$ cat src/rtl/commit_retire_if.sv
// ROB-head to commit-stage bus plus the commit stage's RAT/pipeline outputs.
// Pure wiring, no latency of its own.
// No backpressure: the ROB acts on commit_rob_pop/commit_rob_pop_count in the same cycle.
interface commit_retire_if #(
    parameter int COMMIT_WIDTH     = 2,
    parameter int PHY_REG_ID_WIDTH = 7,
    parameter int ROB_ID_WIDTH     = 6,
    parameter int CNT_WIDTH        = $clog2(COMMIT_WIDTH + 1)
);
    localparam int CW = COMMIT_WIDTH;
    localparam int P  = PHY_REG_ID_WIDTH;

    logic [ROB_ID_WIDTH-1:0] rob_commit_head_id;
    logic                    rob_commit_empty;
    logic [CW-1:0]           rob_commit_valid;
    logic [CW-1:0]           rob_commit_finish;
    logic [CW-1:0]           rob_commit_has_exception;
    logic [CW-1:0]           rob_commit_rename_valid;
    logic [CW*P-1:0]         rob_commit_new_phy;
    logic [CW*P-1:0]         rob_commit_old_phy;
    logic [CW*32-1:0]        rob_commit_pc;

    logic                    commit_rob_pop;
    logic [CNT_WIDTH-1:0]    commit_rob_pop_count;
    logic [CW*P-1:0]         commit_rat_release_phy;
    logic [CW-1:0]           commit_rat_release_valid;
    logic [CW*P-1:0]         commit_rat_commit_phy;
    logic [CW-1:0]           commit_rat_commit_valid;
    logic                    commit_rat_restore;
    logic                    commit_flush;
    logic [31:0]             commit_exception_pc;
    logic                    commit_busy;
    logic [CNT_WIDTH-1:0]    commit_csrf_instret_add;

    // ROB/RAT side drives the head view and consumes the commit results
    modport master (
        output rob_commit_head_id, rob_commit_empty, rob_commit_valid, rob_commit_finish,
               rob_commit_has_exception, rob_commit_rename_valid, rob_commit_new_phy,
               rob_commit_old_phy, rob_commit_pc,
        input  commit_rob_pop, commit_rob_pop_count, commit_rat_release_phy,
               commit_rat_release_valid, commit_rat_commit_phy, commit_rat_commit_valid,
               commit_rat_restore, commit_flush, commit_exception_pc, commit_busy,
               commit_csrf_instret_add
    );

    // commit stage side
    modport slave (
        input  rob_commit_head_id, rob_commit_empty, rob_commit_valid, rob_commit_finish,
               rob_commit_has_exception, rob_commit_rename_valid, rob_commit_new_phy,
               rob_commit_old_phy, rob_commit_pc,
        output commit_rob_pop, commit_rob_pop_count, commit_rat_release_phy,
               commit_rat_release_valid, commit_rat_commit_phy, commit_rat_commit_valid,
               commit_rat_restore, commit_flush, commit_exception_pc, commit_busy,
               commit_csrf_instret_add
    );
endinterface

$ cat src/rtl/commit_retire.sv
// In-order retirement at the ROB head; on exception flushes, drains younger entries, restores RAT.
// Strobes are combinational (0 cycles) from head inputs; flush/busy/restore are registered (+1).
// No backpressure accepted: ROB and RAT must absorb pops/releases every cycle; busy stalls rename.
module commit_retire #(
    parameter int COMMIT_WIDTH     = 2,
    parameter int PHY_REG_ID_WIDTH = 7,
    parameter int CNT_WIDTH        = $clog2(COMMIT_WIDTH + 1)
) (
    input logic           clk,
    input logic           rst,
    commit_retire_if.slave bus
);
    localparam int CW = COMMIT_WIDTH;
    localparam int P  = PHY_REG_ID_WIDTH;

    typedef enum logic [1:0] {
        NORMAL  = 2'd0,
        WALK    = 2'd1,
        RESTORE = 2'd2
    } state_t;

    state_t state;

    logic                 flush_q;
    logic                 restore_q;
    logic                 busy_q;
    logic [31:0]          exc_pc_q;

    logic [CNT_WIDTH-1:0] pop_cnt;
    logic [CNT_WIDTH-1:0] ret_cnt;
    logic                 exc_take;
    logic [31:0]          exc_pc;
    logic                 stop;
    logic [CW-1:0]        rel_vld;
    logic [CW*P-1:0]      rel_phy;
    logic [CW-1:0]        cmt_vld;
    logic [CW*P-1:0]      cmt_phy;

    // Per-slot retire/drain decode; everything is held at 0 while reset is asserted
    always_comb begin
        pop_cnt  = '0;
        ret_cnt  = '0;
        exc_take = 1'b0;
        exc_pc   = '0;
        stop     = 1'b0;
        rel_vld  = '0;
        rel_phy  = '0;
        cmt_vld  = '0;
        cmt_phy  = '0;
        if (rst) begin
            case (state)
                NORMAL: begin
                    for (int i = 0; i < CW; i++) begin
                        if (!stop) begin
                            if (bus.rob_commit_valid[i] && bus.rob_commit_finish[i] &&
                                !bus.rob_commit_has_exception[i]) begin
                                ret_cnt = ret_cnt + CNT_WIDTH'(1);
                                if (bus.rob_commit_rename_valid[i]) begin
                                    rel_vld[i]         = 1'b1;
                                    rel_phy[i*P +: P]  = bus.rob_commit_old_phy[i*P +: P];
                                    cmt_vld[i]         = 1'b1;
                                    cmt_phy[i*P +: P]  = bus.rob_commit_new_phy[i*P +: P];
                                end
                            end else if (bus.rob_commit_valid[i] && bus.rob_commit_finish[i]) begin
                                // Excepting entry: its speculative mapping is discarded, so
                                // the new phy goes back to the free list and never commits.
                                exc_take = 1'b1;
                                exc_pc   = bus.rob_commit_pc[i*32 +: 32];
                                if (bus.rob_commit_rename_valid[i]) begin
                                    rel_vld[i]        = 1'b1;
                                    rel_phy[i*P +: P] = bus.rob_commit_new_phy[i*P +: P];
                                end
                                stop = 1'b1;
                            end else begin
                                stop = 1'b1;
                            end
                        end
                    end
                    pop_cnt = ret_cnt + CNT_WIDTH'(exc_take);
                end
                WALK: begin
                    if (!bus.rob_commit_empty) begin
                        for (int i = 0; i < CW; i++) begin
                            if (!stop) begin
                                if (bus.rob_commit_valid[i]) begin
                                    pop_cnt = pop_cnt + CNT_WIDTH'(1);
                                    if (bus.rob_commit_rename_valid[i]) begin
                                        rel_vld[i]        = 1'b1;
                                        rel_phy[i*P +: P] = bus.rob_commit_new_phy[i*P +: P];
                                    end
                                end else begin
                                    stop = 1'b1;
                                end
                            end
                        end
                    end
                end
                default: ;
            endcase
        end
    end

    // Flush/drain/restore sequencer with registered control outputs
    always_ff @(posedge clk or negedge rst) begin
        if (!rst) begin
            state     <= NORMAL;
            flush_q   <= 1'b0;
            restore_q <= 1'b0;
            busy_q    <= 1'b0;
            exc_pc_q  <= '0;
        end else begin
            flush_q   <= 1'b0;
            restore_q <= 1'b0;
            case (state)
                NORMAL: begin
                    if (exc_take) begin
                        state    <= WALK;
                        flush_q  <= 1'b1;
                        busy_q   <= 1'b1;
                        exc_pc_q <= exc_pc;
                    end
                end
                WALK: begin
                    if (bus.rob_commit_empty) begin
                        state     <= RESTORE;
                        restore_q <= 1'b1;
                    end
                end
                RESTORE: begin
                    state  <= NORMAL;
                    busy_q <= 1'b0;
                end
                default: begin
                    state  <= NORMAL;
                    busy_q <= 1'b0;
                end
            endcase
        end
    end

    assign bus.commit_rob_pop           = (pop_cnt != '0);
    assign bus.commit_rob_pop_count     = pop_cnt;
    assign bus.commit_rat_release_phy   = rel_phy;
    assign bus.commit_rat_release_valid = rel_vld;
    assign bus.commit_rat_commit_phy    = cmt_phy;
    assign bus.commit_rat_commit_valid  = cmt_vld;
    assign bus.commit_rat_restore       = restore_q;
    assign bus.commit_flush             = flush_q;
    assign bus.commit_exception_pc      = exc_pc_q;
    assign bus.commit_busy              = busy_q;
    assign bus.commit_csrf_instret_add  = ret_cnt;
endmodule
$ cat src/flat_wrapper.sv
// flat-port wrapper written by rule: the top's interface ports become plain ports
module commit_retire_flat 
#(
    parameter int COMMIT_WIDTH     = 2,
    parameter int PHY_REG_ID_WIDTH = 7,
    parameter int CNT_WIDTH        = $clog2(COMMIT_WIDTH + 1)
)
  (clk, rst, bus_rob_commit_head_id, bus_rob_commit_empty, bus_rob_commit_valid, bus_rob_commit_finish, bus_rob_commit_has_exception, bus_rob_commit_rename_valid, bus_rob_commit_new_phy, bus_rob_commit_old_phy, bus_rob_commit_pc, bus_commit_rob_pop, bus_commit_rob_pop_count, bus_commit_rat_release_phy, bus_commit_rat_release_valid, bus_commit_rat_commit_phy, bus_commit_rat_commit_valid, bus_commit_rat_restore, bus_commit_flush, bus_commit_exception_pc, bus_commit_busy, bus_commit_csrf_instret_add);
  commit_retire_if #(.COMMIT_WIDTH(COMMIT_WIDTH), .PHY_REG_ID_WIDTH(PHY_REG_ID_WIDTH), .CNT_WIDTH(CNT_WIDTH)) bus_i ();
  input logic clk;
  input logic rst;
  input wire logic [$bits(bus_i.rob_commit_head_id)-1:0] bus_rob_commit_head_id;
  input wire logic [$bits(bus_i.rob_commit_empty)-1:0] bus_rob_commit_empty;
  input wire logic [$bits(bus_i.rob_commit_valid)-1:0] bus_rob_commit_valid;
  input wire logic [$bits(bus_i.rob_commit_finish)-1:0] bus_rob_commit_finish;
  input wire logic [$bits(bus_i.rob_commit_has_exception)-1:0] bus_rob_commit_has_exception;
  input wire logic [$bits(bus_i.rob_commit_rename_valid)-1:0] bus_rob_commit_rename_valid;
  input wire logic [$bits(bus_i.rob_commit_new_phy)-1:0] bus_rob_commit_new_phy;
  input wire logic [$bits(bus_i.rob_commit_old_phy)-1:0] bus_rob_commit_old_phy;
  input wire logic [$bits(bus_i.rob_commit_pc)-1:0] bus_rob_commit_pc;
  output wire logic [$bits(bus_i.commit_rob_pop)-1:0] bus_commit_rob_pop;
  output wire logic [$bits(bus_i.commit_rob_pop_count)-1:0] bus_commit_rob_pop_count;
  output wire logic [$bits(bus_i.commit_rat_release_phy)-1:0] bus_commit_rat_release_phy;
  output wire logic [$bits(bus_i.commit_rat_release_valid)-1:0] bus_commit_rat_release_valid;
  output wire logic [$bits(bus_i.commit_rat_commit_phy)-1:0] bus_commit_rat_commit_phy;
  output wire logic [$bits(bus_i.commit_rat_commit_valid)-1:0] bus_commit_rat_commit_valid;
  output wire logic [$bits(bus_i.commit_rat_restore)-1:0] bus_commit_rat_restore;
  output wire logic [$bits(bus_i.commit_flush)-1:0] bus_commit_flush;
  output wire logic [$bits(bus_i.commit_exception_pc)-1:0] bus_commit_exception_pc;
  output wire logic [$bits(bus_i.commit_busy)-1:0] bus_commit_busy;
  output wire logic [$bits(bus_i.commit_csrf_instret_add)-1:0] bus_commit_csrf_instret_add;
  assign bus_i.rob_commit_head_id = bus_rob_commit_head_id;
  assign bus_i.rob_commit_empty = bus_rob_commit_empty;
  assign bus_i.rob_commit_valid = bus_rob_commit_valid;
  assign bus_i.rob_commit_finish = bus_rob_commit_finish;
  assign bus_i.rob_commit_has_exception = bus_rob_commit_has_exception;
  assign bus_i.rob_commit_rename_valid = bus_rob_commit_rename_valid;
  assign bus_i.rob_commit_new_phy = bus_rob_commit_new_phy;
  assign bus_i.rob_commit_old_phy = bus_rob_commit_old_phy;
  assign bus_i.rob_commit_pc = bus_rob_commit_pc;
  assign bus_commit_rob_pop = bus_i.commit_rob_pop;
  assign bus_commit_rob_pop_count = bus_i.commit_rob_pop_count;
  assign bus_commit_rat_release_phy = bus_i.commit_rat_release_phy;
  assign bus_commit_rat_release_valid = bus_i.commit_rat_release_valid;
  assign bus_commit_rat_commit_phy = bus_i.commit_rat_commit_phy;
  assign bus_commit_rat_commit_valid = bus_i.commit_rat_commit_valid;
  assign bus_commit_rat_restore = bus_i.commit_rat_restore;
  assign bus_commit_flush = bus_i.commit_flush;
  assign bus_commit_exception_pc = bus_i.commit_exception_pc;
  assign bus_commit_busy = bus_i.commit_busy;
  assign bus_commit_csrf_instret_add = bus_i.commit_csrf_instret_add;
  commit_retire #(.COMMIT_WIDTH(COMMIT_WIDTH), .PHY_REG_ID_WIDTH(PHY_REG_ID_WIDTH), .CNT_WIDTH(CNT_WIDTH)) u_core (.clk(clk), .rst(rst), .bus(bus_i));
endmodule
$ cat config.mk
export PLATFORM = sky130hd
export DESIGN_NAME = commit_retire_flat
export DESIGN_NICKNAME = d
export VERILOG_FILES = /design/src/rtl/commit_retire_if.sv /design/src/rtl/commit_retire.sv /design/src/flat_wrapper.sv
export SDC_FILE = /design/constraint.sdc
export NUM_CORES = 1
export LEC_CHECK = 0
export CAP_MARGIN = 20
export CORE_AREA = 2 2 84 86
export CTS_CLUSTER_SIZE = 40
export DETAILED_ROUTE_END_ITERATION = 6
export DIE_AREA = 0 0 86 88
export PLACE_DENSITY_LB_ADDON = 0.1
export SETUP_SLACK_MARGIN = 0.15
export SLEW_MARGIN = 40
export SYNTH_ARGS = -nofsm -noshare
export SYNTH_HDL_FRONTEND = slang
export SYNTH_SLANG_ARGS = --single-unit
$ cat constraint.sdc
create_clock -name clk -period 3.5 [get_ports clk]
set_clock_uncertainty 0.2 [all_clocks]
set_input_delay 0.35 -clock clk [delete_from_list [all_inputs] [get_ports clk]]
set_output_delay 0.35 -clock clk [all_outputs]
set_load 0.05 [all_outputs]
==> flow_metrics.tcl <==
set metrics [dict create \
    pwr-share-comb_pct 46.4 \
    netlist_area_mm2 0.002479 \
    synth_warnings 0 \
    cts_tree "built" \
    routed_wl_um 8042 \
    cts_sinks 37 \
    crit_required_ns 2.95 \
    layout_commonest_cell "clkdlybuf4s50_1" \
    critPathKind "primary input to output port" \
    grt_max_degree 36 \
    synth.avg_cell_area_um2 10.97 \
    vias 2579 \
    status "finished, final reports clean" \
    fillers 509 \
    maxCapViolCount 0 \
    first_pass_iters 4 \
    fin_setup_tns_ns 0 \
    synth-async-reset-ratio_pct 100.0 \
    swShare_pct 36.88 \
    numCtsBuffers 5 \
    port_buffers 174 \
    synth-simple-area-share_pct 17.92 \
    cellLeakagePower_nw 1.848 \
    post_cts_resize_count 0 \
    area_growth_pct 89.30 \
    p_switching_w 0.0005886 \
    cpMaxStageDelayCell "clkdlybuf4s50_1" \
    io_pins 181 \
    holdBufCountCts 1 \
    fin_crit_sh_pct 87.50 \
    post_cts.repair.setup_buffers 0 \
    setup_viol_count_final 0 \
    fin_cells 473 \
    path_max_fanout 16 \
    synth_top_family_by_area "compound AO/OA/AOI/OAI gates" \
    root_buffer "clkbuf_8" \
    cp_num_buf_inv 3 \
    p_int_w 0.001007 \
    grt_pass1_wl_um 12810 \
    hpwl_um 6178 \
    synth_cells 226 \
    synth_edf_count 0 \
    critPathMaxStageDelay_ns 0.85 \
    overflow 0 \
    grt_usage_pct 21.07 \
    drtIter0Drc 89 \
    report.final.slew_viol_count 0 \
    die_area_mm2 0.007568 \
    syn-num-nets 336 \
    wire_per_inst_um 17.00 \
    htree_levels 2 \
    synth_fa_ha_area_share_pct 0.5048 \
    yosysSeqAreaShare_pct 37.35 \
    ant_nets 0 \
    gp_congestion 0.9080 \
    clock.fmax_ghz 0.3265 \
    ys_types 37 \
    synthMuxAreaShare_pct 17.97 \
    antenna_found_initial 0 \
    ys_ff_latch 37 \
    p_per_area_mw_per_mm2 340.1 \
    min_path_type "register to register" \
    rsz0062_at_grt "no" \
    fp.dieH_um 88 \
    synth_xor_area_share_pct 0 \
    antenna_cells 0 \
    critical-path-top-delay-family "buffers and inverters" \
    p_seq_share_pct 33.5 \
    arrival_ns 2.51 \
    tightestPinTransition_ns 0.7246 \
    core_area_mm2 0.006644 \
    most-common-layout-cells "clkdlybuf4s50_1, dfrtp_1, buf_12" \
    drive_gt1_share_pct 22.90 \
    drt_drc_violations_left 0 \
    ir_worst_vdd_mv 0.3016 \
    path_clk_slew_ns 0.07 \
    crit_chain "dlygate4sd3_1 > buf_2 > nand2b_4 > nor3_1 > clkdlybuf4s50_1" \
    startpoint_type "primary input" \
    start_util_pct 37.31 \
    dp.cells 464 \
    final_nets 502 \
    grt_pass1_vias 2545 \
    clk_latency_ns 0.28 \
    die_w_um 86 \
    synth_compound_area_share_pct 20.24 \
    finalCriticalPeriod_ns 3.062 \
    post_drt_via_cell_ratio 5.452 \
    synthFlopType "dfrtp_1" \
    max_slew_margin_pct 51.69 \
    cts_buffer_depth 2 \
    num_rows 30 \
    final_hold_viol_count 0 \
    clkPwrFrac_pct 20.0 \
    cp-end-kind "output port" \
]
[final timing paths]
kind / startpoint / end / slack (ns) / depth (start not counted)
worst max-delay path: rst / bus_commit_rat_release_valid[0] / 0.44 / 5
worst min-delay path: u_core.bus.commit_busy / u_core.bus.commit_busy / 0.28 / 1
worst max register to register: u_core.state[1] / u_core.bus.commit_exception_pc[3] / 1.28 / 4
worst min register to register: u_core.bus.commit_busy / u_core.bus.commit_busy / 0.28 / 1
max in group asynchronous: rst / u_core.bus.commit_exception_pc[25] / 2.13 / 3
min in group asynchronous: rst / u_core.state[1] / 0.32 / 2
[layout make-up]
cell class	count	area (um2)	share of cell area, %
repair buffers	183	2142	45.65
multi-input cells	160	1404	29.92
flip-flops and latches	37	925.9	19.73
well taps	80	100.1	2.133
clock buffers	7	96.34	2.053
inverters	5	18.77	0.4000
clock inverters	1	5.005	0.1067
[through the flow]
step	hold slack, ns	utilization (%)	total power, W	worst slack [ns]	cell area, um2
detailed placement	0.09744	68.95	0.001286	0.6025	4581
global placement	0.09065	68.95	0.001275	0.6440	4581
floorplan	-0.1456	-	0.0009550	0.4444	2479
global route	0.3065	70.62	0.001663	0.2633	4692
finish	0.2807	70.62	0.001596	0.4375	4692
CTS	0.2857	70.62	0.001613	0.4152	4692
[state kept, by name (all words and copies together), names as in the netlist]
signal	flops
u_core.bus.commit_rat_restore	1
u_core.bus.commit_exception_pc	32
u_core.state	2
u_core.bus.commit_busy	1
u_core.bus.commit_flush	1
[layer usage]
metal  routed length, um  part of all wire, %  GRT usage, %  vias up
li1                    -                    -             -     1226
met1                3373                   42         26.94     1227
met2                3936                   49         36.50      119
met3                 638                  7.9         4.336        7
met4                  93                  1.2         5.339        0
met5                   0                    0             0        -
[synth_stat cells, types with 2 or more instances]
cell type | n | area [um2]
clkbuf_1 | 12 | 45.04
nor2_1 | 4 | 15.01
inv_1 | 5 | 18.77
and3_1 | 5 | 31.28
nor2b_1 | 2 | 12.51
buf_2 | 8 | 40.04
nand2_1 | 4 | 15.01
buf_6 | 4 | 45.04
and3b_1 | 2 | 17.52
dfrtp_1 | 37 | 925.9
a32o_1 | 24 | 240.2
nand2b_1 | 2 | 12.51
nand3_1 | 17 | 85.08
mux2_4 | 20 | 300.3
and2_1 | 14 | 87.58
a31oi_1 | 9 | 56.30
o32a_1 | 15 | 150.1
mux2_2 | 12 | 135.1
nand4_1 | 8 | 50.05
nor3_1 | 5 | 25.02
[power by group through the flow]
stage | clock network [W] | registers [W] | logic (W)
after CTS | 0.000330 | 0.000536 | 0.000747
after detailed placement | 0 | 0.000542 | 0.000744
final | 0.000320 | 0.000535 | 0.000741
after global placement | 0 | 0.000539 | 0.000736
after floorplan | 0 | 0.000777 | 0.000179
after global routing | 0.000347 | 0.000544 | 0.000772
[kinds of logic after synthesis]
family	after synthesis
simple gates	71
compound gates	55
flops	37
mux	33
buf+inv	29
fa+ha+maj	1
Note: power is estimated with default switching activity, not from simulation.
==> RTL edit 1: new RTL, config.mk and constraints unchanged <==
`PHY_REG_ID_WIDTH` is set to 7 in 3 places; all go to 6.
--- a/src/rtl/commit_retire_if.sv
+++ b/src/rtl/commit_retire_if.sv
@@ -3,7 +3,7 @@
 // No backpressure: the ROB acts on commit_rob_pop/commit_rob_pop_count in the same cycle.
 interface commit_retire_if #(
     parameter int COMMIT_WIDTH     = 2,
-    parameter int PHY_REG_ID_WIDTH = 7,
+    parameter int PHY_REG_ID_WIDTH = 6,
     parameter int ROB_ID_WIDTH     = 6,
     parameter int CNT_WIDTH        = $clog2(COMMIT_WIDTH + 1)
 );
--- a/src/rtl/commit_retire.sv
+++ b/src/rtl/commit_retire.sv
@@ -3,7 +3,7 @@
 // No backpressure accepted: ROB and RAT must absorb pops/releases every cycle; busy stalls rename.
 module commit_retire #(
     parameter int COMMIT_WIDTH     = 2,
-    parameter int PHY_REG_ID_WIDTH = 7,
+    parameter int PHY_REG_ID_WIDTH = 6,
     parameter int CNT_WIDTH        = $clog2(COMMIT_WIDTH + 1)
 ) (
     input logic           clk,
--- a/src/flat_wrapper.sv
+++ b/src/flat_wrapper.sv
@@ -2,7 +2,7 @@
 module commit_retire_flat 
 #(
     parameter int COMMIT_WIDTH     = 2,
-    parameter int PHY_REG_ID_WIDTH = 7,
+    parameter int PHY_REG_ID_WIDTH = 6,
     parameter int CNT_WIDTH        = $clog2(COMMIT_WIDTH + 1)
 )
   (clk, rst, bus_rob_commit_head_id, bus_rob_commit_empty, bus_rob_commit_valid, bus_rob_commit_finish, bus_rob_commit_has_exception, bus_rob_commit_rename_valid, bus_rob_commit_new_phy, bus_rob_commit_old_phy, bus_rob_commit_pc, bus_commit_rob_pop, bus_commit_rob_pop_count, bus_commit_rat_release_phy, bus_commit_rat_release_valid, bus_commit_rat_commit_phy, bus_commit_rat_commit_valid, bus_commit_rat_restore, bus_commit_flush, bus_commit_exception_pc, bus_commit_busy, bus_commit_csrf_instret_add);
Ports: changed (resized bus_commit_rat_commit_phy, bus_commit_rat_release_phy, bus_rob_commit_new_phy and bus_rob_commit_old_phy); port bits go from 181 to 173. No check against the original RTL was run, so the function may have changed too.
==> RTL edit 1 against the original RTL <==
Fmax down 4.3%. Worst hold slack improved by 20 ps. Critical path depth rose by 2. Sequential cell count is the same. Power decreased by 21%. Setup slack worse by 140 ps. Sequential share of layout area grew 1.1 points. Area after synthesis is 4.1% lower. Register-to-register slack gained 40 ps. Cell area shrank 5.3%. Die area unchanged. Routed wire length fell by 5.6%. Largest cell class unchanged.
==> RTL edit 1: results (changes against the original RTL) <==
- WL met2: 3.728 mm (-5.3%)
- Syn Inst Count: 218 (-3.5%)
- Hpwl dp: 5.658 mm (-8.4%)
- ClkCell Share: 1.942% (-0.22 points)
- Cell total after placement: 445 (-4.1%)
- Worst-path maximum fanout: 6 (-10)
- Largest cells by area after synthesis: dfrtp_1, a32o_1, mux2_2
- Gr usage total: 19.60% (-1.5 points)
- DRT iter0 DRCs: 106 (+19%)
- Drt drc: 0 (unchanged)
- RD Place Congestion: 0.8822 (-2.8%)
- Post-synthesis instance area: 2376 um2 (-4.1%)
- Bufs w/o clock: 173 (-5.5%)
- Sequential cell area fraction in the yosys report: 38.97% (+1.6 points)
- Synth Area in Compound Gates: 20.43% (+0.19 points)
- Top_reg_cell synth: dfrtp_1
- Data buffer area share: 45.26% (-0.40 points)
- Vias/cell: 5.477 (+0.45%)
- Worst-path clk slew: 70 ps (about the same)
- Nets: 479 (-4.6%)
- Maximum vdd drop: 0.2245 mV (-26%)
- Multi-input gate area: 1306 um2 (-7.0%)
- Inverters: 4 (-1)
- Setup WS pre-CTS: 324.8 ps (-277.7 ps)
- Synth cell types: 37 (unchanged)
- Mux contribution to synthesized area: 16.69% (-1.3 points)
- Placed cell area: 4349 um2 (-5.1%)
- Outcome: complete, no violations
- Post-synthesis adder-cell area fraction: 0.5266% (+0.022 points)
- Number of global-route vias before repair: 2444 (-4.0%)
- P_leak: 0.001792 uW (-3.0%)
- Routed len/inst: 16.76 um (-1.4%)
- Multi-Input Combinational: 152 (-5.0%)
- PortBufs: 166 (-4.6%)
- Reg-to-Reg End: u_core.bus.commit_exception_pc[9]
- Min Clock Period, post-route: 3198 ps (+136.0 ps)
- Worst setup path end: bus_commit_rob_pop_count[0]
- Relative slew slack: 54.91% (+3.2 points)
- Number of fill cells: 517 (+1.6%)
- Post-synth top cells: a32o_1, dfrtp_1, mux2_2
- Met2 GRT Util: 33.19% (-3.3 points)
- Final instance area: 4446 um2 (-5.3%)
- Worst Setup SP: bus_rob_commit_valid[1]
- Global-route wire length before repair: 11.94 mm (-6.8%)
- Syn Nets: 324 (-3.6%)
- Worst-Skew Late Latency: 270 ps
- M1 wire length: 3.131 mm (-7.2%)
## RTL edit 1: critical path, cell delays in order
cell	delay, ps
clkdlybuf4s50_1	490
a31oi_1	360
nor2_1	80
ha_1	310
nand2_1	60
a21oi_1	170
clkdlybuf4s50_1	830
## RTL edit 1: timing repair
item,in CTS,in global routing
endpoints found under the setup margin,0,0
hold endpoints to repair,12,0
hold buffers,1,0
setup buffers,0,0
resized for setup,0,0
## RTL edit 1: how the worst min path moves through the flow
stage	endpoint	slack, ps	depth (start not counted)
after global routing	u_core.bus.commit_exception_pc[6]	320	1
after global placement	u_core.state[1]	90	1
after detailed placement	u_core.bus.commit_exception_pc[31]	90	1
after CTS	u_core.bus.commit_busy	310	1
final	u_core.bus.commit_busy	300	1
after floorplan	u_core.bus.commit_busy	-150	0
## RTL edit 1: power breakdown
part / internal (uW) / switching, uW / total, uW
combinational: 227 / 255 / 481
sequential: 463 / 21.2 / 484
clock: 156 / 134 / 290
total: 846 / 410 / 1260
==> RTL edit 2: new RTL, same settings <==
Made on the original files. Make the reset (`rst`) synchronous in one clocked block.
--- a/src/rtl/commit_retire.sv
+++ b/src/rtl/commit_retire.sv
@@ -101,7 +101,7 @@
     end
 
     // Flush/drain/restore sequencer with registered control outputs
-    always_ff @(posedge clk or negedge rst) begin
+    always_ff @(posedge clk) begin
         if (!rst) begin
             state     <= NORMAL;
             flush_q   <= 1'b0;
Check against the original RTL: differs if rst is asserted again (counterexample within 4 cycles, from zero or initial values and one cycle with rst low); with rst held inactive, the same outputs for 4 cycles.
==> RTL edit 2 against the original RTL <==
Die area did not move. Sequential cell count unchanged. Global-route usage shrank 1.6 points. Setup slack better by 62 ps. Worst hold slack worse by 21 ps. Fmax up 2.1%. Cell area is 6.8% lower. Via count shrank 6.5%. Area after synthesis shrank 13%. Largest cell class unchanged. First-iteration DRC count up 7.9%. Critical endpoint is now bus_commit_rob_pop. Routed wire length is 5.8% lower. Register-to-register slack gained 190 ps.
Power is not compared: it rests on default switching activity, and its combinational part moved more than twofold at a synthesized area within 25%.
==> RTL edit 2: results (changes against the original RTL) <==
- Outcome: complete, no violations
- Yosys warns: 0 (unchanged)
- Sequential cell area fraction in the yosys report: 34.22% (-3.1 points)
- CTS hold repair buffers: 0 (-1)
- Ant diodes: 0 (unchanged)
- Post-synthesis adder-cell area fraction: 0.5780% (+0.073 points)
- Synth Area in Compound Gates: 38.27% (+18 points)
- Clock Tree Buf Depth: 2 (unchanged)
- Post-synth top cells: dfxtp_1, o211a_1, a221o_1
- CTS Buf Count: 5 (unchanged)
- Initial antenna violation count: 0 (unchanged)
- Synth cell types: 42 (+14%)
- Number of flip-flops in the largest register: 32 (unchanged)
- Routed len/inst: 16.50 um (-3.0%)
- Hpwl dp: 5.903 mm (-4.4%)
- Vias/cell: 5.255 (-3.6%)
- Nets: 488 (-2.8%)
- Syn Nets: 324 (-3.6%)
- Min-delay worst type: flip-flop to flip-flop
- Max incr delay on CP: 560 ps (-290 ps)
- Cell family with most CP delay: buffers and inverters
- Mux contribution to synthesized area: 0.9249% (-17 points)
- Number of fill cells: 555 (+9.0%)
- P_leak: 0.002029 uW
- H-tree lvl count: 2 (unchanged)
- Largest net degree at the start of global routing: 34 (-5.6%)
- Relative slew slack: 58.16% (+6.5 points)
- Global-route wire length before repair: 11.71 mm (-8.6%)
- Setup Fix Bufs, Post-CTS: 0 (unchanged)
- Worst-Skew Late Latency: 280 ps (about the same)
- CP Data Arrival Time: 2450 ps (-60 ps)
- PostCTS Resize Cnt: 0 (unchanged)
- Drt drc: 0 (unchanged)
- Endpoints failing setup: 0 (unchanged)
- PortBufs: 174 (unchanged)
- DRT iter0 DRCs: 96 (+7.9%)
- Worst-path maximum fanout: 6 (-10)
- Number of global-route vias before repair: 2386 (-6.2%)
- RD Place Congestion: 0.7948 (-12%)
- Root buffer cell: clkbuf_8
- Largest cells by area after synthesis: dfxtp_1, o211a_1, a221o_1
- Top_reg_cell synth: dfxtp_1
- Worst-path clk slew: 70 ps (about the same)
- Fraction of registers with async set or reset after synthesis: 0% (-100 points)
- Critical-path top delay cell: clkdlybuf4s50_1
- Layout cell share with drive strength beyond 1: 17.15% (-5.8 points)
- Gr usage total: 19.45% (-1.6 points)
- Drt pass-1 iters: 4 (unchanged)
- Setup WS pre-CTS: 493.9 ps (-108.6 ps)
- XOR/XNOR Fraction of Synth Area: 0.4046% (+0.40 points)
- Maximum vdd drop: 0.1960 mV
-- RTL edit 2: cell types whose count changed after synthesis, sizes merged, moves of 9 or more --
| cell | delta |
|---|---|
| dfrtp | -37 |
| dfxtp | +37 |
| a221o | +32 |
| mux2 | -32 |
| o211a | +32 |
| a32o | -24 |
| nand3 | -15 |
| o32a | -15 |
| a31oi | -9 |
| nor2 | +9 |
-- RTL edit 2: final timing paths --
path	startpoint	to	slack [ps]	cells past startpoint
max	bus_rob_commit_has_exception[1]	bus_commit_rob_pop	500	8
min	u_core.bus.commit_busy	u_core.bus.commit_busy	260	2
max reg2reg	u_core.state[0]	u_core.bus.commit_exception_pc[1]	1470	5
min reg2reg	u_core.bus.commit_busy	u_core.bus.commit_busy	260	2
-- RTL edit 2: layout make-up --
type,count,area share (%)
inverters,3,0.2575
well taps,80,2.289
clock inverters,3,0.4006
repair buffers,179,49.44
multi-input cells,152,29.10
clock buffers,5,1.574
flip-flops and latches,37,16.94
-- RTL edit 2: cells by family after synthesis --
kind of cell               Yosys count
muxes                                2
buffers and inverters               25
DFF                                 37
AOI/OAI and AO/OA                   87
and+or+nand+nor                     61
xor gates and xnor gates             1
adders and majority gates            1
-- RTL edit 2: through the flow --
| step | instance area (um2) | hold WS [ps] | std cells | util (%) |
|---|---|---|---|---|
| floorplan | 2165 | 302.5 | 214 | - |
| global placement | 4287 | 234.7 | 451 | 64.52 |
| detailed placement | 4287 | 248.0 | 451 | 64.52 |
| CTS | 4373 | 258.9 | 459 | 65.82 |
| global route | 4373 | 289.0 | 459 | 65.82 |
| finish | 4373 | 260.2 | 459 | 65.82 |
-- RTL edit 2: where the power goes --
group / total (uW) / internal (uW) / switching [uW] / leakage (uW)
sequential: 446 / 437 / 9.49 / 0.000301
combinational: 336 / 180 / 156 / 0.00168
clock: 286 / 137 / 149 / 0.0000439
total: 1070 / 754 / 315 / 0.00203
-- RTL edit 2: worst register-to-register path, delay by kind of cell, from the launching register on --
family          cells  cell delay (ps)
buf+inv             2              660
compound gates      1              150
flops               1              440
simple gates        2              510
-- RTL edit 2: metal layers --
layer	part of all wire (%)	vias up	track usage [%]
li1	-	1177	-
met1	40	1128	22.36
met2	51	101	35.80
met3	7.6	6	5.184
met4	1.2	0	4.762
met5	0	-	0
